`config.mk`:
```
export PLATFORM = sky130hd
export DESIGN_NAME = disp_chan_sched
export DESIGN_NICKNAME = d
export VERILOG_FILES = /design/src/rtl/disp_sched_pkg.sv /design/src/rtl/rr_arbiter.sv /design/src/rtl/disp_chan_sched.sv
export SDC_FILE = /design/constraint.sdc
export NUM_CORES = 1
export LEC_CHECK = 0
export BUFFER_PORTS_ARGS = -buffer_cell sky130_fd_sc_hd__buf_4
export CELL_PAD_IN_SITES_DETAIL_PLACEMENT = 1
export CELL_PAD_IN_SITES_GLOBAL_PLACEMENT = 1
export CORE_MARGIN = 2
export CORE_UTILIZATION = 45
export DETAILED_ROUTE_END_ITERATION = 12
export PLACE_DENSITY = 0.82
export SETUP_SLACK_MARGIN = 0.3
export SYNTH_ARGS = -nofsm -noshare
export SYNTH_HDL_FRONTEND = slang
export SYNTH_HIERARCHICAL = 1
export SYNTH_SLANG_ARGS = --single-unit
export TNS_END_PERCENT = 30
```
`constraint.sdc`:
```
create_clock -name i_Clk -period 5.2 [get_ports i_Clk]
set_input_delay 1.04 -clock i_Clk [delete_from_list [all_inputs] [get_ports i_Clk]]
set_output_delay 1.04 -clock i_Clk [all_outputs]
set_load 0.01 [all_outputs]
```
`src/rtl/disp_sched_pkg.sv`:
```
// rtl/disp_sched_pkg.sv - shared types and default timing for the display channel scheduler
package disp_sched_pkg;

    typedef enum logic [1:0] {
        IDLE  = 2'd0,
        HOLD  = 2'd1,
        BLANK = 2'd2
    } sched_state_e;

    localparam int DEFAULT_HOLD_CYCLES  = 25000000;
    localparam int DEFAULT_BLANK_CYCLES = 2500000;

endpackage

```
`src/rtl/rr_arbiter.sv`:
```
// rtl/rr_arbiter.sv - combinational round-robin pick of the first request at or after ptr_i
module rr_arbiter #(
    parameter int N  = 4,
    parameter int PW = $clog2(N)
) (
    input  logic [N-1:0]  req_i,
    input  logic [PW-1:0] ptr_i,
    output logic [N-1:0]  grant_o,
    output logic [PW-1:0] grant_idx_o,
    output logic          any_req_o
);

    logic [PW:0]   sum;
    logic [PW-1:0] idx;

    always_comb begin
        grant_o     = '0;
        grant_idx_o = '0;
        any_req_o   = 1'b0;
        sum         = '0;
        idx         = '0;
        for (int i = 0; i < N; i++) begin
            // ptr < N and i < N, so one subtraction is enough to wrap
            sum = {1'b0, ptr_i} + (PW+1)'(i);
            if (sum >= (PW+1)'(N)) begin
                sum = sum - (PW+1)'(N);
            end
            idx = sum[PW-1:0];
            if (!any_req_o && req_i[idx]) begin
                any_req_o   = 1'b1;
                grant_o[idx] = 1'b1;
                grant_idx_o = idx;
            end
        end
    end

endmodule

```
`src/rtl/disp_chan_sched.sv`:
```
// rtl/disp_chan_sched.sv - round-robin scheduler sharing a two-digit display among debug channels
// Optional blank gap between grants is enabled by defining DISP_SCHED_BLANK_EN.
module disp_chan_sched
    import disp_sched_pkg::*;
#(
    parameter int NUM_CHAN     = 4,
    parameter int HOLD_CYCLES  = DEFAULT_HOLD_CYCLES,
    parameter int BLANK_CYCLES = DEFAULT_BLANK_CYCLES
) (
    input  logic                        i_Clk,
    input  logic                        i_Rst,
    input  logic [NUM_CHAN-1:0]         i_Req,
    input  logic [8*NUM_CHAN-1:0]       i_Data,
    output logic [NUM_CHAN-1:0]         o_Ack,
    output logic [3:0]                  o_Hi_Nibble,
    output logic [3:0]                  o_Lo_Nibble,
    output logic [$clog2(NUM_CHAN)-1:0] o_Chan,
    output logic                        o_Busy,
    output logic                        o_Blank
);

    localparam int PW    = $clog2(NUM_CHAN);
    localparam int CNT_W = $clog2(HOLD_CYCLES);

    sched_state_e          state_q;
    logic [CNT_W-1:0]      cnt_q;
    logic [PW-1:0]         rr_ptr_q;
    logic [NUM_CHAN-1:0]   ack_q;
    logic [7:0]            byte_q;
    logic [PW-1:0]         chan_q;
    logic                  busy_q;

    logic [NUM_CHAN-1:0]   grant;
    logic [PW-1:0]         grant_idx;
    logic                  any_req;
    logic [7:0]            sel_byte;
    logic [PW-1:0]         rr_ptr_d;
    logic                  arb_pt;

    rr_arbiter #(
        .N  (NUM_CHAN),
        .PW (PW)
    ) u_arb (
        .req_i       (i_Req),
        .ptr_i       (rr_ptr_q),
        .grant_o     (grant),
        .grant_idx_o (grant_idx),
        .any_req_o   (any_req)
    );

    always_comb begin
        sel_byte = '0;
        for (int k = 0; k < NUM_CHAN; k++) begin
            if (grant[k]) begin
                sel_byte = i_Data[8*k +: 8];
            end
        end
    end

    assign rr_ptr_d = (grant_idx == PW'(NUM_CHAN - 1)) ? '0 : grant_idx + 1'b1;

`ifdef DISP_SCHED_BLANK_EN
    localparam int BCNT_W = (BLANK_CYCLES > 1) ? $clog2(BLANK_CYCLES) : 1;

    logic [BCNT_W-1:0] bcnt_q;
    logic              blank_q;

    always_comb begin
        arb_pt = 1'b0;
        case (state_q)
            IDLE:    arb_pt = 1'b1;
            BLANK:   arb_pt = (bcnt_q == '0);
            default: arb_pt = 1'b0;
        endcase
    end
`else
    always_comb begin
        arb_pt = 1'b0;
        case (state_q)
            IDLE:    arb_pt = 1'b1;
            HOLD:    arb_pt = (cnt_q == '0);
            default: arb_pt = 1'b0;
        endcase
    end
`endif

    always_ff @(posedge i_Clk or posedge i_Rst) begin
        if (i_Rst) begin
            state_q  <= IDLE;
            cnt_q    <= '0;
            rr_ptr_q <= '0;
            ack_q    <= '0;
            byte_q   <= '0;
            chan_q   <= '0;
            busy_q   <= 1'b0;
`ifdef DISP_SCHED_BLANK_EN
            bcnt_q   <= '0;
            blank_q  <= 1'b0;
`endif
        end else begin
            ack_q <= '0;
            if (arb_pt && any_req) begin
                state_q  <= HOLD;
                cnt_q    <= CNT_W'(HOLD_CYCLES - 1);
                ack_q    <= grant;
                byte_q   <= sel_byte;
                chan_q   <= grant_idx;
                busy_q   <= 1'b1;
                rr_ptr_q <= rr_ptr_d;
`ifdef DISP_SCHED_BLANK_EN
                blank_q  <= 1'b0;
`endif
            end else begin
                case (state_q)
                    IDLE: begin
                        busy_q <= 1'b0;
                    end
                    HOLD: begin
                        if (cnt_q != '0) begin
                            cnt_q <= cnt_q - 1'b1;
                        end else begin
                            busy_q <= 1'b0;
`ifdef DISP_SCHED_BLANK_EN
                            state_q <= BLANK;
                            bcnt_q  <= BCNT_W'(BLANK_CYCLES - 1);
                            blank_q <= 1'b1;
`else
                            state_q <= IDLE;
`endif
                        end
                    end
`ifdef DISP_SCHED_BLANK_EN
                    BLANK: begin
                        if (bcnt_q != '0) begin
                            bcnt_q <= bcnt_q - 1'b1;
                        end else begin
                            state_q <= IDLE;
                            blank_q <= 1'b0;
                        end
                    end
`endif
                    default: begin
                        state_q <= IDLE;
                        busy_q  <= 1'b0;
                    end
                endcase
            end
        end
    end

    assign o_Ack       = ack_q;
    assign o_Hi_Nibble = byte_q[7:4];
    assign o_Lo_Nibble = byte_q[3:0];
    assign o_Chan      = chan_q;
    assign o_Busy      = busy_q;
`ifdef DISP_SCHED_BLANK_EN
    assign o_Blank     = blank_q;
`else
    assign o_Blank     = 1'b0;
`endif

endmodule

```
==> run summary <==
status - complete, no violations
row cnt - 28
RSZ-0062 raised after global routing - false
Sum Neg Setup Slack - 0 ps
Fmax - 0.238 GHz
1st-iter DRT viols - 70
synthesized instance count - 291
Rel. slew slack - 23.4%
cts hold-fix bufs - 0
CTS Buffer Depth - 2
WP buf/inv - 1
CTS clk-pin slew, worst paths - 80 ps
clk root buf - clkbuf_8
Gate power share - 35.5%
worst-path cell with the longest stage delay - o21ai_0
CTS tree - yes
hold-critical path depth - 2
internal power - 0.000656 W
Die Y - 81.8 µm
met1 usage in global routing - 28.8%
DP HPWL - 5200 µm
Port Buf Inserts - 52
Most Crowded Layer GR - met2
yosys warns - 6
XOR/XNOR share of the synthesized area - 0.643%
mux cell area share after synthesis - 7.30%
synthesized area per cell - 9.36 µm²
mapped cell area - 2730 µm²
switching share of power - 36.2%
full die area - 6690 µm²
sequential share of power - 43.2%
vias in the first global route - 2419
Core Area - 5890 µm²
R2R Path Start - rr_ptr_q[0]$_DFFE_PP0P_
Global Route met3 Usage - 4.73%
RePlAce Congestion - 0.834
slowest stage delay, CP - 890 ps
ys async rst share - 100%
met2 GRT Util - 37.2%
GRT overflow - 0
largest family of logic cells by synthesized area - compound AO/OA/AOI/OAI gates
total clock buffers created by CTS - 5
# diodes - 0
routed wire length - 7010 µm
WP data required - 5350 ps
Seq cells post-synth - 43
Hold Slack - 471 ps
CP Launch Type - flip-flop
R2R cell count - 11
Net Sw Power - 0.000372 W
antenna-violating nets left - 0
final setup fails - 0
nets - 379
Clock Power Share - 21.3%
Simple-Gate Fraction of Synth Area - 20.4%
initial antenna violation count - 0
Cell Count, Final, Fillers Out - 409
All-Layer GR Usage - 22.2%
Worst IR Drop VDD - 0.165 mV
worst-margin pin slew - 1140 ps
die width - 81.8 µm
Ports - 54
setup repair bufs after CTS - 0
Syn Nets - 336
routed length per instance - 17.1 µm
total power - 0.00103 W
r2r setup slk - 1010 ps
htree depth - 2
cell area after layout - 3220 µm²
Post-synth EDFFs - 0
period utilization - 80.6%
largest net degree at the start of global routing - 44
critical path cell sequence - inv_1 -> ha_1 -> mux4_2 -> and2b_2 -> a22oi_1 -> o21ai_0 -> nor2b_1 -> a221oi_1 -> nor3_1 -> a21oi_1 -> o21ai_1
first-pass GRT wire length - 11500 µm
cts repair resizes - 0
Worst EP arrival - 4340 ps
HP Class - reg2reg
Synth Area in Compound Gates - 23.8%
post-DR vias/cell - 5.91
Synth Area in Adders - 3.21%
Main synth FF type - dfrtp_1
DRC Markers - 0
end of the worst register-to-register path - byte_q[3]$_DFFE_PP0P_
Layout area overhead - 18.0%
Final Hold Violating Endpoints - 0
MaxCap Viol Count - 0
Hold Startpoint - o_Chan[0]$_DFFE_PP0P_
crit path max fanout - 14
clock sink total - 43
via count - 2419
critical path class - reg2reg
fin crit period - 4190 ps
crit end category - flip-flop
synth unique cells - 55
hold path endpoint - o_Chan[0]$_DFFE_PP0P_
Leak - 1.35 nW
Clock Skew - 10.1 ps
Final Slew Violations - 0
Power Density - 320 nW/µm²
layout cells sized above 1 - 22.8%
placed cell area - 3130 µm²
CP top delay family - compound AO/OA/AOI/OAI gates
placed insts - 402
DR pass1 iterations - 4
Initial Util - 46.3%
Clock Latency Late Sink - 300 ps
sequential element share of the synthesized area - 39.5%
metrics by stage:
stage | utilization, % | worst slack [ps]
4_1_cts | 54.6 | 1050
6_report | 54.6 | 1010
2_1_floorplan | - | 2120
3_3_place_gp | 53.1 | 1080
5_1_grt | 54.6 | 635
3_5_place_dp | 53.1 | 972
cells in the final DEF, fill, tap and decap left out, types with 3 or more instances in the layout:
master / Yosys / routed
nor4_1: 5 / 5
dfrtp_1: 43 / 43
a221oi_1: 7 / 7
or3_1: 3 / 3
o21ai_0: 20 / 19
a31oi_1: 5 / 5
inv_1: 9 / 8
o21ai_1: 8 / 9
buf_4: 1 / 55
or4_1: 4 / 4
o41ai_1: 3 / 3
a22oi_1: 9 / 9
mux2i_1: 9 / 9
clkbuf_8: 0 / 6
a21oi_1: 16 / 16
and2_1: 5 / 5
nor2b_1: 10 / 10
o31ai_1: 6 / 6
nor3_1: 22 / 22
ha_1: 7 / 7
nor2_1: 13 / 13
nand2_1: 25 / 25
power groups by stage:
stage | Clock (W) | Combinational (W) | Sequential, W
finish | 0.000219 | 0.000365 | 0.000444
global route | 0.000237 | 0.000410 | 0.000453
CTS | 0.000224 | 0.000368 | 0.000444
detailed placement | 0 | 0.000367 | 0.000451
global placement | 0 | 0.000349 | 0.000447
floorplan | 0 | 0.000285 | 0.000434
cell type report:
type	instances	area, µm²
inverters	9	33.8
clock inverters	1	5.00
repair buffers	55	413
well taps	75	93.8
multi-input cells	220	1510
fillers	698	2670
flip-flops and latches	43	1080
clock buffers	6	82.6
routing by layer:
metal	vias to the layer above	routed length, µm
met1	1173	3180
met3	11	290
met4	0	113
li1	1181	-
met5	-	0
met2	54	3430
sequential cells by signal (all words and copies together), names as in the netlist:
signal	count
cnt_q	25
byte_q	8
o_Ack	4
o_Chan	2
rr_ptr_q	2
o_Busy	1
state_q	1
kinds of logic (layout without fill, tap and decap cells):
family,Yosys count,count (layout)
buf+inv,28,71
mux,14,14
other cells,1,1
xor+xnor,2,2
compound gates,94,94
fa+ha+maj,7,7
flops,43,43
simple gates,102,102
worst max path at each step:
| stage | start | endpoint | cells past startpoint |
|---|---|---|---|
| global placement | i_Req[3] | cnt_q[15]$_DFFE_PP0P_ | 9 |
| finish | rr_ptr_q[0]$_DFFE_PP0P_ | byte_q[3]$_DFFE_PP0P_ | 11 |
| detailed placement | i_Req[2] | byte_q[3]$_DFFE_PP0P_ | 10 |
| global route | rr_ptr_q[0]$_DFFE_PP0P_ | byte_q[0]$_DFFE_PP0P_ | 11 |
| floorplan | i_Req[2] | byte_q[2]$_DFFE_PP0P_ | 10 |
| CTS | rr_ptr_q[0]$_DFFE_PP0P_ | byte_q[3]$_DFFE_PP0P_ | 11 |
tightest hold or removal path, stage by stage (launching register included):
cell and delay, ps:
dfrtp_1 350, nand2_1 50, nand2_1 50
synthesized netlist by cell type, types with 3 or more instances:
| master | n | area [µm²] |
|---|---|---|
| dfrtp_1 | 43 | 1080 |
| nand2_1 | 25 | 93.8 |
| nor3_1 | 22 | 110 |
| o21ai_0 | 20 | 100 |
| a21oi_1 | 16 | 80.1 |
| nor2_1 | 13 | 48.8 |
| clkbuf_1 | 10 | 37.5 |
| nor2b_1 | 10 | 62.6 |
| a22oi_1 | 9 | 67.6 |
| inv_1 | 9 | 33.8 |
| mux2i_1 | 9 | 90.1 |
| o21ai_1 | 8 | 40.0 |
| a221oi_1 | 7 | 61.3 |
| ha_1 | 7 | 87.6 |
| o31ai_1 | 6 | 45.0 |
| a31oi_1 | 5 | 31.3 |
| and2_1 | 5 | 31.3 |
| buf_2 | 5 | 25.0 |
| nor4_1 | 5 | 31.3 |
| or4_1 | 4 | 30.0 |
| buf_6 | 3 | 33.8 |
| o41ai_1 | 3 | 26.3 |
| or3_1 | 3 | 18.8 |
No activity file was read; power rests on OpenSTA's default activity.
